===== src/rtl/imem_load_ctrl.sv =====
// imem_load_ctrl
// Loads a program into instruction memory from a byte stream while holding
// the CPU in reset, then releases the CPU and hands the memory address port
// over to the CPU fetch address.
//
// Ports
//   clk_i, rst_i           clock, synchronous active-high reset
//   load_start_i           single-cycle load request, length on load_len_i
//   load_len_i             load size in bytes (nonzero, multiple of 4, <= MEM_BYTES)
//   run_i                  single-cycle request to release the CPU (IDLE only)
//   abort_i                cancels a load in progress (ASM or WR)
//   byte_valid_i/byte_i    boot byte stream, handshake with byte_ready_o
//   byte_ready_o           high while assembling a word
//   fetch_pc_i             CPU fetch address, routed to mem_addr_o in IDLE/RUN
//   mem_wren_o/mem_addr_o/mem_wdata_o  instruction memory write port
//   cpu_rst_o              holds the CPU in reset unless in RUN
//   load_done_o            one-cycle pulse in the first RUN cycle after a load
//   load_err_o             one-cycle pulse after a rejected length or an abort
//   state_o                current FSM state (0 IDLE, 1 ASM, 2 WR, 3 RUN)
//
// Byte stream handshake: a byte is consumed on every rising edge where both
// byte_valid_i and byte_ready_o are 1; the sender may hold or drop valid at
// will, and ready never depends on valid.
module imem_load_ctrl #(
    parameter int MEM_BYTES = 16384,
    parameter int LEN_W     = 16
) (
    input  logic             clk_i,
    input  logic             rst_i,
    input  logic             load_start_i,
    input  logic [LEN_W-1:0] load_len_i,
    input  logic             run_i,
    input  logic             abort_i,
    input  logic             byte_valid_i,
    input  logic [7:0]       byte_i,
    output logic             byte_ready_o,
    input  logic [31:0]      fetch_pc_i,
    output logic             mem_wren_o,
    output logic [31:0]      mem_addr_o,
    output logic [31:0]      mem_wdata_o,
    output logic             cpu_rst_o,
    output logic             load_done_o,
    output logic             load_err_o,
    output logic [1:0]       state_o
);

    typedef enum logic [1:0] {
        ST_IDLE = 2'd0,
        ST_ASM  = 2'd1,
        ST_WR   = 2'd2,
        ST_RUN  = 2'd3
    } state_t;

    state_t           state_q;
    logic [31:0]      ptr_q;
    logic [1:0]       cnt_q;
    logic [31:0]      word_q;
    logic [LEN_W-1:0] len_q;
    logic             done_q;
    logic             err_q;

    logic             len_ok;
    logic             byte_fire;
    logic [31:0]      ptr_next;

    assign len_ok = (load_len_i != '0) &&
                    (load_len_i[1:0] == 2'b00) &&
                    (32'(load_len_i) <= 32'(MEM_BYTES));

    assign byte_fire = byte_ready_o && byte_valid_i;
    assign ptr_next  = ptr_q + 32'd4;

    always_ff @(posedge clk_i) begin
        if (rst_i) begin
            state_q <= ST_IDLE;
            ptr_q   <= '0;
            cnt_q   <= '0;
            word_q  <= '0;
            len_q   <= '0;
            done_q  <= 1'b0;
            err_q   <= 1'b0;
        end else begin
            done_q <= 1'b0;
            err_q  <= 1'b0;
            case (state_q)
                ST_IDLE: begin
                    // A load request wins over run_i even if its length is bad.
                    if (load_start_i) begin
                        if (len_ok) begin
                            state_q <= ST_ASM;
                            ptr_q   <= '0;
                            cnt_q   <= '0;
                            word_q  <= '0;
                            len_q   <= load_len_i;
                        end else begin
                            err_q <= 1'b1;
                        end
                    end else if (run_i) begin
                        state_q <= ST_RUN;
                    end
                end
                ST_ASM: begin
                    if (abort_i) begin
                        state_q <= ST_IDLE;
                        err_q   <= 1'b1;
                    end else if (byte_fire) begin
                        word_q[{cnt_q, 3'b000} +: 8] <= byte_i;
                        cnt_q <= cnt_q + 2'd1;
                        if (cnt_q == 2'd3) begin
                            state_q <= ST_WR;
                        end
                    end
                end
                ST_WR: begin
                    if (abort_i) begin
                        state_q <= ST_IDLE;
                        err_q   <= 1'b1;
                    end else begin
                        ptr_q <= ptr_next;
                        // Length is a multiple of 4, so the pointer lands on it exactly.
                        if (ptr_next == 32'(len_q)) begin
                            state_q <= ST_RUN;
                            done_q  <= 1'b1;
                        end else begin
                            state_q <= ST_ASM;
                        end
                    end
                end
                ST_RUN: begin
                    if (load_start_i) begin
                        if (len_ok) begin
                            state_q <= ST_ASM;
                            ptr_q   <= '0;
                            cnt_q   <= '0;
                            word_q  <= '0;
                            len_q   <= load_len_i;
                        end else begin
                            state_q <= ST_IDLE;
                            err_q   <= 1'b1;
                        end
                    end
                end
                default: state_q <= ST_IDLE;
            endcase
        end
    end

    // Reset and abort are folded in so nothing is written or consumed in
    // the cycle they are asserted.
    assign byte_ready_o = !rst_i && !abort_i && (state_q == ST_ASM);
    assign mem_wren_o   = !rst_i && !abort_i && (state_q == ST_WR);
    assign cpu_rst_o    = rst_i || (state_q != ST_RUN);
    assign load_done_o  = !rst_i && done_q;
    assign load_err_o   = !rst_i && err_q;
    assign mem_addr_o   = (rst_i || state_q == ST_IDLE || state_q == ST_RUN) ?
                          fetch_pc_i : ptr_q;
    assign mem_wdata_o  = word_q;
    assign state_o      = state_q;

endmodule


===== config.mk =====
export PLATFORM = sky130hd
export DESIGN_NAME = imem_load_ctrl
export DESIGN_NICKNAME = d
export VERILOG_FILES = /design/src/rtl/imem_load_ctrl.sv
export SDC_FILE = /design/constraint.sdc
export NUM_CORES = 1
export LEC_CHECK = 0
export ABC_AREA = 1
export BUFFER_PORTS_ARGS = -buffer_cell sky130_fd_sc_hd__clkbuf_2
export CORE_MARGIN = 3
export CORE_UTILIZATION = 58
export DETAILED_ROUTE_END_ITERATION = 10
export HOLD_SLACK_MARGIN = 0.1
export PLACE_DENSITY = 0.95
export SYNTH_ARGS = -nofsm -noshare
export SYNTH_HDL_FRONTEND = slang
export SYNTH_SLANG_ARGS = --single-unit

===== constraint.sdc =====
create_clock -name clk_i -period 3.73 [get_ports clk_i]
set_input_delay 0.746 -clock clk_i [delete_from_list [all_inputs] [get_ports clk_i]]
set_output_delay 0.746 -clock clk_i [all_outputs]
set_load 0.02 [all_outputs]

==> reports/results.ini, run 1 <==
[power_and_ir_drop]
power.share.clock_pct=23.6
p_seq_share_pct=31.5
leakage_nw=2.67
p_sw_share_pct=45.1
p_per_area_nw_per_um2=528
internal-power_mw=1.78
pwr-share-comb_pct=44.9
p_switching_mw=1.46
peakVddDrop_mv=0.421

[cts]
cts-hold-fix-buffers=0
cts.htree.levels=3
cts_buffers=9
clkSinkCount=84
postCtsSetupBuffers=0
clk_latency_ns=0.35
cts_tree=built
cts.path.max_buffers=2
cts_resized=0
clockRootBuffer=clkbuf_8
clk_pin_slew_ns=0.09

[synth]
synthCells=842
synth_area_um2=5200
yosys_warnings=0
synth_seq_area_share_pct=32.3
yosysUniqueCellTypes=34
ys_ff_latch=84
avgSynthCellArea_um2=6.18
syn_nets=913

[timing]
rsz0062_at_grt=false
min_period_ns=3.06
fin_hold_ws_ns=0.458
min_period_over_period_pct=82.0
hold_viol_final=0
fin_skew_ns=0.00601
tightestPinTransition_ns=0.906
setup_tns_ns=0
slew_violations=0
setup_violations=0
max_freq_mhz=327
slew_headroom_pct=39.1

[min_path]
hold_path.class=register to register
hold_depth=2

[drt]
wl_met1_mm=5.59
firstDrtPassIters=5
first_iter_violations=426
wl_met2_mm=6.81
drc=0
highest-signal-layer=met4
dr_total_vias=5826
route.met3.wl_mm=1.33
ant_nets=0
routed_wl_mm=14.2
via_per_inst=5.46
routedWlPerCell_um=13.3

[critical_path]
cp.required_ns=2.98
path_depth=10
end_kind=output pin
crit_fanout=56
rr_worst_depth=6
cp_common_cell=inv_1
crit_arrival_ns=2.31
crit_chain=inv_1 -> ha_1 -> nor2_1 -> inv_1 -> nor2_1 -> buf_4 -> inv_1 -> buf_4 -> o21ai_0 -> clkbuf_2
crit_family=buffers and inverters
critPathMaxStageDelay_ns=0.40
criticalPathCategory=register to output pin
worst-path-buf-inv=6
start_kind=register
crit_slowest_cell=dfxtp_1

[die]
rows=33
start_util_pct=61.4
core-area_um2=8460
ios=133
die_h_um=101
die_x_um=101
design.die.area_um2=10100

[final_layout]
fillers=704
multi_input_area_um2=3060
drive_gt1_share_pct=18.7
nNetsFinal=1029
areaGrowthSynthToFinish_pct=18.3
instances_no_fill=1068
diodes=0
seqCellArea_um2=1680

[global_route]
antenna_found_initial=0
grt_pass1_wl_mm=23.1
grt_max_degree=66
grt_use_total_pct=27.9
grt_pass1_vias=5152
grt_remaining_overflow=0

[run]
cap_violations=0

[placed_design]
place_congestion=0.932
dp.cells=1052
dpl.hpwl_mm=10.3
numPortBuffers=132

[run_status]
status=finished clean

==> metal layers <==
| metal | vias to the layer above | GRT usage (%) |
|---|---|---|
| met4 | 0 | 12.3 |
| met1 | 2536 | 33.8 |
| met5 | - | 0 |
| met3 | 45 | 4.01 |
| li1 | 2956 | - |
| met2 | 289 | 48.7 |
==> cells in the final DEF, fill, tap and decap left out, types with 5 or more instances in the layout <==
master | Yosys | final
o21ai_0 | 41 | 41
nand2_1 | 267 | 267
nand2_2 | 5 | 5
clkbuf_8 | 0 | 11
nand3_1 | 77 | 77
and2_1 | 10 | 10
xor2_1 | 6 | 6
nor2_4 | 6 | 6
ha_1 | 9 | 9
nand4_1 | 21 | 21
buf_4 | 0 | 8
dfxtp_1 | 84 | 84
inv_1 | 84 | 84
a21oi_1 | 78 | 78
clkbuf_2 | 0 | 132
nor2_1 | 72 | 72
nor3_1 | 19 | 19
==> logic make-up after synthesis <==
kind of cell / share of synthesized area, %
compound gates: 12.4
xor+xnor: 1.95
fa+ha+maj: 2.17
buf+inv: 9.04
flops: 32.3
simple gates: 42.1
==> sequential cells by signal, summed over array words and instances (netlist names) <==
| signal | count |
|---|---|
| len_q | 16 |
| ptr_q | 30 |
| done_q | 1 |
| state_o | 2 |
| cnt_q | 2 |
| err_q | 1 |
| mem_wdata_o | 32 |
==> metrics by stage <==
stage               util (%)  cell area, µm²  power [mW]  setup WS, ns
floorplan                  -            5200        2.09         0.783
global placement        69.9            5920        2.46         0.967
detailed placement      69.9            5920        2.48         0.937
CTS                     72.7            6150        3.23         0.662
global route            72.7            6150        3.45         0.468
finish                  72.7            6150        3.25         0.671
==> power by group through the flow <==
stage / combinational (mW) / clock, mW / sequential (mW)
after CTS: 1.45 / 0.765 / 1.02
after global routing: 1.62 / 0.799 / 1.03
after detailed placement: 1.44 / 0 / 1.04
after global placement: 1.43 / 0 / 1.04
final: 1.46 / 0.765 / 1.02
after floorplan: 1.02 / 0 / 1.07
==> Yosys cell counts <==
library cell	n	area, µm²
nand2_2	5	31.3
a211o_1	1	8.76
or2_2	2	12.5
nand3b_2	1	11.3
a21oi_1	78	390
clkinv_1	1	3.75
a21oi_2	1	8.76
nand3_4	2	35.0
xnor3_1	1	22.5
nor2_1	72	270
clkbuf_1	22	82.6
buf_2	13	65.1
ha_1	9	113
nor2_8	1	20.0
o21ai_1	2	10.0
nand2_1	267	1000
nor2_4	6	67.6
and2_1	10	62.6
dfxtp_1	84	1680
nand4_1	21	131
nand3b_1	2	15.0
nor2_2	3	18.8
inv_2	1	3.75
nand3_1	77	385
nor4_1	3	18.8
inv_1	84	315
xnor2_1	3	26.3
o21bai_1	1	7.51
a211oi_1	1	7.51
nor3_1	19	95.1
nand2_4	1	11.3
o21ai_0	41	205
xor2_1	6	52.6
o2111ai_1	1	8.76
==> final timing paths <==
check | start | endpoint | slack (ns)
worst max-delay path | state_o[0] | mem_addr_o[22] | 0.67
worst min-delay path | len_q[1] | len_q[1] | 0.46
worst max register to register | cnt_q[0] | mem_wdata_o[1] | 0.92
worst min register to register | len_q[1] | len_q[1] | 0.46
==> cell type report <==
class,count,area share (%)
well taps,105,2.14
flip-flops and latches,84,27.3
multi-input cells,637,49.8
clock inverters,5,1.34
repair buffers,140,11.7
clock buffers,11,2.46
inverters,86,5.25
==> worst reg2reg max path: cells and delay by family, from the launching register on <==
family / cells / cell delay [ns]
buffers and inverters: 1 / 0.20
AOI/OAI and AO/OA: 1 / 0.16
and+or+nand+nor: 3 / 1.17
adders and majority gates: 1 / 0.48
DFF: 1 / 0.74
(Power assumes the default switching activity.)
==> inputs of run 2 (changes only) <==
--- a/config.mk
+++ b/config.mk
@@ -8,10 +8,10 @@
 export ABC_AREA = 1
 export BUFFER_PORTS_ARGS = -buffer_cell sky130_fd_sc_hd__clkbuf_2
 export CORE_MARGIN = 3
-export CORE_UTILIZATION = 58
+export CORE_UTILIZATION = 54
 export DETAILED_ROUTE_END_ITERATION = 10
 export HOLD_SLACK_MARGIN = 0.1
-export PLACE_DENSITY = 0.95
+export PLACE_DENSITY = 0.93
 export SYNTH_ARGS = -nofsm -noshare
 export SYNTH_HDL_FRONTEND = slang
 export SYNTH_SLANG_ARGS = --single-unit
==> constraint.sdc (replaced) <==
create_clock -name clk_i -period 2.9 [get_ports clk_i]
set_input_delay 0.58 -clock clk_i [delete_from_list [all_inputs] [get_ports clk_i]]
set_output_delay 0.58 -clock clk_i [all_outputs]
set_load 0.02 [all_outputs]
==> run 2 against run 1 <==
Net effect: core utilization fell by 6.3 points; register-to-register slack got worse by 0.50 ns; count of clock-buffer cells in the layout fell by 2; global-route usage fell by 2.5 points; largest power group unchanged.
==> reports/results.ini, run 2 (synthesis gave the netlist of run 1 again) <==
[run_status]
status=finished clean

[drt]
route.met3.wl_mm=1.19  ; -10%
firstDrtPassIters=8  ; +3
first_iter_violations=397  ; -6.8%
dr_total_vias=5801  ; -0.43%
highest-signal-layer=met4
routedWlPerCell_um=13.0  ; -2.4%
routed_wl_mm=14.2  ; +0.30%
wl_met1_mm=5.90  ; +5.6%
ant_nets=0  ; unchanged
wl_met2_mm=6.76  ; -0.68%
via_per_inst=5.29  ; -3.1%
drc=0  ; unchanged

[min_path]
hold_path.class=register to register
holdCritStartpoint=len_q[1]

[global_route]
grt_use_total_pct=25.4  ; -2.5 points
grt_remaining_overflow=0  ; unchanged
grt_pass1_wl_mm=23.2  ; +0.48%
antenna_found_initial=0  ; unchanged
grt_max_degree=67  ; +1.5%
grt_pass1_vias=5121  ; -0.60%

[power_and_ir_drop]
leakage_nw=2.66  ; -0.50%
p_seq_share_pct=32.0  ; +0.5 points
p_sw_share_pct=47.5  ; +2.4 points
power.share.clock_pct=19.3  ; -4.3 points
pwr-share-comb_pct=48.8  ; +3.9 points
peakVddDrop_mv=0.645  ; +53%
p_switching_mw=1.91  ; +30%
internal-power_mw=2.11  ; +18%
p_per_area_nw_per_um2=652  ; +24%

[critical_path]
crit_slowest_cell=dfxtp_1
r2r-start=state_o[0]
cp_common_cell=inv_1
crit_fanout=56  ; unchanged
critPathMaxStageDelay_ns=0.39  ; about the same
end_kind=output pin
cp-startpoint=state_o[0]
criticalPathCategory=register to output pin
cp.required_ns=2.32  ; -0.66 ns
crit_chain=inv_1 -> ha_1 -> nor2_1 -> inv_1 -> nor2_1 -> inv_1 -> buf_6 -> o21ai_0 -> clkbuf_2
start_kind=register
crit_arrival_ns=2.12  ; -0.19 ns

[cts]
cts_tree=built
clk_latency_ns=0.36  ; about the same
clockRootBuffer=clkbuf_8
cts.htree.levels=3  ; unchanged
cts_buffers=9  ; unchanged
clkSinkCount=84  ; unchanged
clk_pin_slew_ns=0.09  ; about the same
cts.path.max_buffers=2  ; unchanged

[die]
die_x_um=104  ; +3.4%
die_h_um=104  ; +3.4%
core-area_um2=9280  ; +9.7%
rows=35  ; +6.1%
design.die.area_um2=10800  ; +7.0%
start_util_pct=56.0  ; -5.4 points
ios=133  ; unchanged

[timing]
slew_violations=0  ; unchanged
hold_viol_final=0  ; unchanged
tightestPinTransition_ns=0.722  ; -0.183 ns
rsz0062_at_grt=false
setup_violations=0  ; unchanged
setup_tns_ns=0  ; unchanged
fin_skew_ns=0.0139  ; +0.00790 ns
max_freq_mhz=370
min_period_over_period_pct=93.1
slew_headroom_pct=51.8  ; +13 points
fin_hold_ws_ns=0.448  ; -0.0101 ns
min_period_ns=2.70

[run]
cap_violations=0  ; unchanged

[placed_design]
place_congestion=0.918  ; -1.5%
dpl.hpwl_mm=10.6  ; +2.8%
numPortBuffers=132  ; unchanged
dp.cells=1081  ; +2.8%

[final_layout]
final_cell_mix=nand2_1 (267), clkbuf_2 (132), inv_1 (84), dfxtp_1 (84), a21oi_1 (78)
final_common_cell=nand2_1
areaGrowthSynthToFinish_pct=18.5
nNetsFinal=1034  ; +0.49%
post-route-util_pct=66.4  ; -6.3 points
seqCellArea_um2=1680  ; unchanged
diodes=0  ; unchanged
largest_reg_flops=32  ; unchanged
fillers=870  ; +24%
multi_input_area_um2=3060  ; unchanged
drive_gt1_share_pct=19.1  ; +0.42 points
instances_no_fill=1097  ; +2.7%

## run 2: repair_timing
action | in CTS | in global routing
endpoints found under the hold margin | 0 | 0
endpoints found under the setup margin | 0 | 26
resized for setup | 0 | 6
buffers inserted | 0 | 0
hold buffers | 0 | 0
## run 2: cell type report
type	instances	share of cell area (%)
well taps	129	2.62
inverters	86	5.24
clock inverters	7	0.812
repair buffers	145	12.4
multi-input cells	637	49.7
clock buffers	9	2.01
flip-flops and latches	84	27.3
## run 2: final timing paths
check	to	slack, ns	cells after the start
setup reg to reg	mem_wdata_o[27]	0.42	8
hold / removal	len_q[1]	0.45	2
hold reg to reg	len_q[1]	0.45	2
setup / recovery	mem_addr_o[27]	0.20	9
## run 2: critical path: cells and delay by family (launching register included)
kind / cells / cell delay (ns)
buffers and inverters: 5 / 0.61
DFF: 1 / 0.39
and+or+nand+nor: 2 / 0.27
adders and majority gates: 1 / 0.26
AOI/OAI and AO/OA: 1 / 0.20
## run 2: metrics by stage
stage | instance area [µm²] | setup slack (ns) | total power, mW
floorplan | 5200 | 0.119 | 2.69
global placement | 5990 | 0.440 | 3.21
detailed placement | 5990 | 0.340 | 3.24
CTS | 6160 | 0.136 | 4.00
global route | 6160 | 0.0111 | 4.29
finish | 6160 | 0.199 | 4.02
## run 2: power groups by stage
stage          logic (mW)  registers [mW]  clock network, mW
3_5_place_dp         1.93            1.31                  0
2_1_floorplan        1.32            1.37                  0
3_3_place_gp         1.90            1.31                  0
6_report             1.96            1.29              0.774
5_1_grt              2.17            1.29              0.828
4_1_cts              1.94            1.28              0.778
## run 2: metal layers
layer | up-vias | GRT usage [%]
met5 | - | 0
met4 | 0 | 9.88
met3 | 38 | 6.64
met2 | 250 | 41.8
met1 | 2554 | 31.8
li1 | 2959 | -
